## config.mk

```make
export PLATFORM = sky130hd
export DESIGN_NAME = pipe_stage_skid
export DESIGN_NICKNAME = d
export VERILOG_FILES = /design/src/rtl/pipe_stage_skid.sv
export SDC_FILE = /design/constraint.sdc
export NUM_CORES = 1
export LEC_CHECK = 0
export ABC_AREA = 1
export CAP_MARGIN = 20
export CORE_ASPECT_RATIO = 0.5
export CORE_MARGIN = 10
export CORE_UTILIZATION = 54
export CTS_CLUSTER_DIAMETER = 50
export DETAILED_ROUTE_END_ITERATION = 10
export GPL_TIMING_DRIVEN = 0
export PLACE_DENSITY = 0.85
export SYNTH_ARGS = -nofsm -noshare
export SYNTH_HDL_FRONTEND = slang
export SYNTH_SLANG_ARGS = --single-unit
```

## constraint.sdc

```tcl
create_clock -name i_clk -period 4.7 [get_ports i_clk]
set_input_delay 0.47 -clock i_clk [delete_from_list [all_inputs] [get_ports i_clk]]
set_output_delay 0.47 -clock i_clk [all_outputs]
set_load 0.005 [all_outputs]
```

## src/rtl/pipe_stage_skid.sv

```systemverilog
// Inter-stage pipeline register with a valid/ready handshake.
// With SKID=1 a second (skid) entry lets o_ready depend only on registered
// state, so no combinational path runs from i_ready to o_ready.
// With SKID=0 the stage holds a single entry and o_ready follows i_ready.
// Flush empties the stage and clears the control flags; the payload
// registers keep their old values. i_step=0 freezes the stage.
//
// state | meaning
// ------+---------------------------------------------------
// EMPTY | no entry held
// HALF  | main entry valid (head of the stage)
// FULL  | main and skid entries valid (SKID=1 only)
module pipe_stage_skid #(
  parameter int DATA_W = 32,
  parameter int CTRL_W = 8,
  parameter int SKID   = 1
) (
  input  logic              i_clk,
  input  logic              i_rst_n,
  input  logic              i_step,
  input  logic              i_flush,
  input  logic              i_valid,
  output logic              o_ready,
  input  logic [DATA_W-1:0] i_data,
  input  logic [CTRL_W-1:0] i_ctrl,
  output logic              o_valid,
  input  logic              i_ready,
  output logic [DATA_W-1:0] o_data,
  output logic [CTRL_W-1:0] o_ctrl,
  output logic [1:0]        o_occ
);

  typedef enum logic [1:0] {
    EMPTY = 2'd0,
    HALF  = 2'd1,
    FULL  = 2'd2
  } state_e;

  state_e              state_q;
  logic [DATA_W-1:0]   main_data_q;
  logic [CTRL_W-1:0]   main_ctrl_q;
  logic [DATA_W-1:0]   skid_data_q;
  logic [CTRL_W-1:0]   skid_ctrl_q;
  logic [1:0]          occ_q;

  logic main_valid;
  logic ready_raw;
  logic acc;
  logic rel;

  assign main_valid = (state_q != EMPTY);

  // Ready before step/reset gating: registered-only when the skid entry exists.
  always_comb begin
    ready_raw = 1'b0;
    if (SKID != 0) begin
      ready_raw = (state_q != FULL);
    end else begin
      ready_raw = !main_valid || i_ready;
    end
  end

  assign o_ready = i_step & i_rst_n & ready_raw;
  assign o_valid = i_step & main_valid;
  assign acc     = i_valid & o_ready;
  assign rel     = o_valid & i_ready;
  assign o_data  = main_data_q;
  assign o_ctrl  = o_valid ? main_ctrl_q : '0;
  assign o_occ   = occ_q;

  // Stage FSM: accept/release on the same edge, flush overrides both.
  always_ff @(posedge i_clk or negedge i_rst_n) begin
    if (!i_rst_n) begin
      state_q     <= EMPTY;
      main_data_q <= '0;
      main_ctrl_q <= '0;
      skid_data_q <= '0;
      skid_ctrl_q <= '0;
      occ_q       <= 2'd0;
    end else if (i_flush) begin
      // Payload is intentionally kept; only the flags are cleared.
      state_q     <= EMPTY;
      main_ctrl_q <= '0;
      skid_ctrl_q <= '0;
      occ_q       <= 2'd0;
    end else if (i_step) begin
      case (state_q)
        EMPTY: begin
          if (acc) begin
            main_data_q <= i_data;
            main_ctrl_q <= i_ctrl;
            state_q     <= HALF;
            occ_q       <= 2'd1;
          end
        end
        HALF: begin
          if (acc && !rel && (SKID != 0)) begin
            skid_data_q <= i_data;
            skid_ctrl_q <= i_ctrl;
            state_q     <= FULL;
            occ_q       <= 2'd2;
          end else if (rel && !acc) begin
            state_q <= EMPTY;
            occ_q   <= 2'd0;
          end else if (acc && rel) begin
            main_data_q <= i_data;
            main_ctrl_q <= i_ctrl;
          end
        end
        FULL: begin
          if (rel) begin
            main_data_q <= skid_data_q;
            main_ctrl_q <= skid_ctrl_q;
            state_q     <= HALF;
            occ_q       <= 2'd1;
          end
        end
        default: begin
          state_q <= EMPTY;
          occ_q   <= 2'd0;
        end
      endcase
    end
  end

endmodule

```

# [Word level (Yosys, flattened, before mapping)]
# Cells that the tools add are included.
[word_totals] word_cells=68 mem_bits_ro=0 in_bits=46 n_memories=0 mem_bits_rw=0 latchBits=0 ff_bits=82 out_inout_bits=44
[classes] n_bitwise=6 reduce_logical=17 mul=0 mux=26 n_lt_le_gt_ge=0 n_eq_ne=14 addsub=0 div_mod_pow=0 shift=0
[op_table] operator="$mux W32" n=5
[op_table] operator="$mux W8" n=12
[op_table] operator="$pmux W32 S3" n=1
[op_table] operator="$pmux W8 S3" n=1
[op_table] operator="$ne A3 B3 Y1 const B" n=5
[op_table] operator="$mux W2" n=6
[op_table] operator="$ne A2 B2 Y1 const B" n=6
[op_table] operator="$reduce_and A4 Y1" n=2
[op_table] operator="$reduce_and A8 Y1" n=1
[op_table] operator="$reduce_bool A2 Y1" n=4
[op_table] operator="$reduce_and A7 Y1" n=1
[op_table] operator="$pmux W2 S3" n=1
[op_table] operator="$and A1 B1 Y1" n=5
[op_table] operator="$ne A4 B4 Y1 const B" n=1
[op_table] operator="$reduce_bool A4 Y1" n=1
[op_table] operator="$logic_and A1 B1 Y1" n=3
[op_table] operator="$reduce_and A3 Y1" n=1
[op_table] operator="$reduce_bool A3 Y1" n=1
[op_table] operator="$eq A2 B1 Y1 const B" n=1
[op_table] operator="$eq A2 B2 Y1 const B" n=1
[op_table] operator="$logic_not A1 Y1" n=2
[op_table] operator="$logic_not A2 Y1" n=1
[op_table] operator="$not A1 Y1" n=1

# [Depth between registers and ports, before layout]
[logic_depth] ltp_word=10 mapped_depth=12

# [Worst setup path after synthesis]
# No wires, ideal clock.
[synth_timing] kind="register to register" from="register, netlist name o_occ[0]" to="register main_data_q[21] (netlist: o_data[21])" path_buffers=3 stages_incl_launch_ff=12 t_arrival_ps=1745 path_slack_ps=2838 t_required_ps=4583 path_cell_list="dfrtp_1 > inv_1 > ha_1 > buf_2 > inv_2 > buf_6 > nand4_4 > a21oi_2 > nand2_1 > buf_4 > nand2_1 > nand2_1"
[synth_lines] item="end signal: assignment" line="90" text="main_data_q <= i_data;"
[synth_lines] item="end signal: assignment" line="106" text="main_data_q <= i_data;"
[synth_lines] item="end signal: assignment" line="112" text="main_data_q <= skid_data_q;"
[synth_lines] item="end: declaration" line="40" text="logic [DATA_W-1:0] main_data_q;"

==> impl_metrics.env <==
export IMPL_outcome="complete, no violations"
export IMPL_critPathTopFamily="buffers and inverters"
export IMPL_place_hpwl_um=7433
export IMPL_clkSlewWorstSetupHoldPaths_ns=0.06
export IMPL_cts_hold_buf=0
export IMPL_htreeDepth=3
export IMPL_worst_path_largest_cell_delay_ns=0.50
export IMPL_drv_cap=0
export IMPL_ir_worst_vdd_mv=0.2883
export IMPL_pwr_share_seq_pct=40.8
export IMPL_yosys_area_top_type="dfrtp_1"
export IMPL_synth_mux_area_share_pct=0
export IMPL_cts_buffers=9
export IMPL_final_common_cell="nand2_1"
export IMPL_drcViolationCount=0
export IMPL_cp_max_fo=10
export IMPL_p_total_w=0.002814
export IMPL_grtUsageTotal_pct=19.44
export IMPL_min_period_over_period_pct=57.80
export IMPL_crit_path_top_delay_cell="clkdlybuf4s50_1"
export IMPL_wirelength_um=10520
export IMPL_via_count=3716
export IMPL_ys_warn_count=0
export IMPL_synth_compound_area_share_pct=10.57
export IMPL_wl_per_cell_um=15.16
export IMPL_min_period_ns=2.717
export IMPL_synth_area_top_cells="dfrtp_1 (52%), nand2_1 (14%), nand3_1 (7.5%)"
export IMPL_port_buffers=89
export IMPL_synthXorXnorAreaFrac_pct=0
export IMPL_chipWidth_um=140.7
export IMPL_syn_area_mm2=0.003931
export IMPL_critPathCaptureType="primary output"
export IMPL_p_int_w=0.001906
export IMPL_gr_total_overflow=0
export IMPL_vias_per_cell=5.354
export IMPL_synth_fp_nets=546
export IMPL_cts_buffer_depth=2
export IMPL_antenna_found_initial=0
export IMPL_synthAdderAreaFrac_pct=1.273
export IMPL_crit_required_ns=4.23
export IMPL_cts_tree="built"
export IMPL_fin_nets=647
export IMPL_initial_core_util_pct=57.11
export IMPL_setup_slack_ns=1.983
export IMPL_pin_count=90
export IMPL_synth_yosys_seq_area_share_pct=52.20
export IMPL_cp_arrival_ns=2.25
export IMPL_drive_gt1_share_pct=7.641
export IMPL_fmax_mhz=368.1
export IMPL_busiest_layer="met2"
export IMPL_grt_max_degree=57
export IMPL_fp_coreArea_mm2=0.006884
export IMPL_drtIter0Drc=302
export IMPL_cp_common_cell="inv_1"
export IMPL_synth_area_per_cell_um2=7.926
export IMPL_dr_pass1_iters=5
export IMPL_yosys_area_share_simple_pct=27.37
export IMPL_p_switching_w=0.0009079
export IMPL_post_cts_resized=0
export IMPL_root_buffer="clkbuf_16"
export IMPL_die_h_um=80.34
export IMPL_place_gp_congestion=0.8284
export IMPL_p_comb_share_pct=33.6
export IMPL_post_place_ws_ns=2.084
export IMPL_crit_chain="inv_1 > ha_1 > inv_1 > nand2_1 > clkbuf_1 > inv_1 > clkdlybuf4s50_1"
export IMPL_grt_pass1_vias=3664
export IMPL_powerDensity_mw_per_mm2=534.1
export IMPL_area_growth_pct=33.99
export IMPL_grtUsageMet2_pct=32.81
export IMPL_hp_class="in2async"
export IMPL_holdWs_ns=0.04853
export IMPL_tightest_slew_ns=0.4842
export IMPL_timing_critical_path_buf_inv=5
export IMPL_grt_pass1_wl_um=17820
export IMPL_synth_top_area_share_pct=52.20
export IMPL_crit_type="reg2out"
export IMPL_postRouteAntennaNets=0
export IMPL_mostFrequentLayoutCells="nand2_1 (143), clkdlybuf4s50_1 (88), dfrtp_1 (82)"
export IMPL_n_antenna_cell=0
export IMPL_use_met1_pct=22.89
export IMPL_switching_share_pct=32.27
export IMPL_power_leakage_nw=2.589
export IMPL_start_kind="flop"
export IMPL_rsz0062_at_grt="false"
export IMPL_ys_seq_elements=82
export IMPL_syn_inst=496
export IMPL_dieArea_mm2=0.01130
export IMPL_final_util_pct=76.52
export IMPL_slew_violations=0
export IMPL_synth_top_family_by_area="simple AND/OR/NAND/NOR gates"
export IMPL_final_setup_tns_ns=0
export IMPL_setup_violations=0
export IMPL_clock_latency_ns=0.34
export IMPL_clock_sinks=82
export IMPL_hold_viol=0
export IMPL_relSlewSlack_pct=67.72
export IMPL_synth_distinct_cells=25
export IMPL_grt_use_met3_pct=6.988
export IMPL_pwr_share_clk_pct=25.6
export IMPL_skew_ns=0.004107
export IMPL_rows=21
export IMPL_post_cts_setup_buffer_count=0
area by class of cell:
| cell class | instances | area, um^2 |
|---|---|---|
| Inverter | 51 | 191.4 |
| Tap cell | 92 | 115.1 |
| Sequential cell | 82 | 2052 |
| Fill cell | 536 | 1617 |
| Clock inverter | 5 | 52.55 |
| Multi-Input combinational cell | 335 | 1541 |
| Timing Repair Buffer | 90 | 915.9 |
| Clock buffer | 11 | 252.7 |
| Buffer | 28 | 146.4 |
registers in the layout, summed over array words and instances (netlist names):
signal	cells
skid_ctrl_q	8
main_ctrl_q	8
skid_data_q	32
o_occ	2
o_data	32
synthesized netlist by cell type:
cell	n
a211oi_1	1
a21oi_1	22
a21oi_2	1
buf_1	2
buf_2	12
buf_4	5
buf_6	1
clkbuf_1	8
clkinv_1	1
dfrtp_1	82
ha_1	4
inv_1	49
inv_2	1
nand2_1	143
nand2_2	1
nand3_1	59
nand3_2	1
nand4_4	2
nor2_1	43
nor2_2	1
nor2_4	1
o21ai_0	50
o21ai_1	4
o21bai_4	1
or2_2	1
logic make-up after synthesis:
logic type,count (synthesis)
simple gates,252
fa+ha+maj,4
buf+inv,79
compound gates,79
flops,82
power by group through the flow:
stage / combinational [W] / sequential, W / clock [W]
after global placement: 0.000913 / 0.00114 / 0
after CTS: 0.000957 / 0.00115 / 0.000725
after global routing: 0.00107 / 0.00118 / 0.000756
after floorplan: 0.000462 / 0.00114 / 0
after detailed placement: 0.000946 / 0.00115 / 0
final: 0.000947 / 0.00115 / 0.000720
layer usage:
| metal | vias up | part of all wire (%) | wire, um |
|---|---|---|---|
| li1 | 1775 | - | - |
| met1 | 1786 | 42 | 4401 |
| met2 | 137 | 49 | 5171 |
| met3 | 18 | 7.1 | 744 |
| met4 | 0 | 1.9 | 200 |
| met5 | - | 0 | 0 |
path summary, 6_finish.rpt:
| path | cells past startpoint | from | slack (ns) | endpoint |
|---|---|---|---|---|
| setup / recovery | 7 | o_occ[1]$_DFFE_PN0P_ | 1.98 | o_valid |
| hold / removal | 1 | i_rst_n | 0.05 | skid_data_q[7]$_DFFE_PN0P_ |
| setup reg to reg | 11 | o_occ[0]$_DFFE_PN0P_ | 2.39 | o_data[21]$_DFFE_PN0P_ |
| hold reg to reg | 2 | o_data[4]$_DFFE_PN0P_ | 0.47 | o_data[4]$_DFFE_PN0P_ |
| max in group asynchronous | 2 | i_rst_n | 4.05 | o_data[28]$_DFFE_PN0P_ |
| min in group i_clk | 2 | o_data[4]$_DFFE_PN0P_ | 0.47 | o_data[4]$_DFFE_PN0P_ |
stage by stage:
| step | instance area [um^2] | std cells |
|---|---|---|
| 3_5_place_dp | 4962 | 678 |
| 6_report | 5268 | 694 |
| 3_3_place_gp | 4937 | 677 |
| 2_1_floorplan | 3931 | 496 |
| 5_1_grt | 5268 | 694 |
| 4_1_cts | 5268 | 694 |
Power figures use the tool's default switching activity.
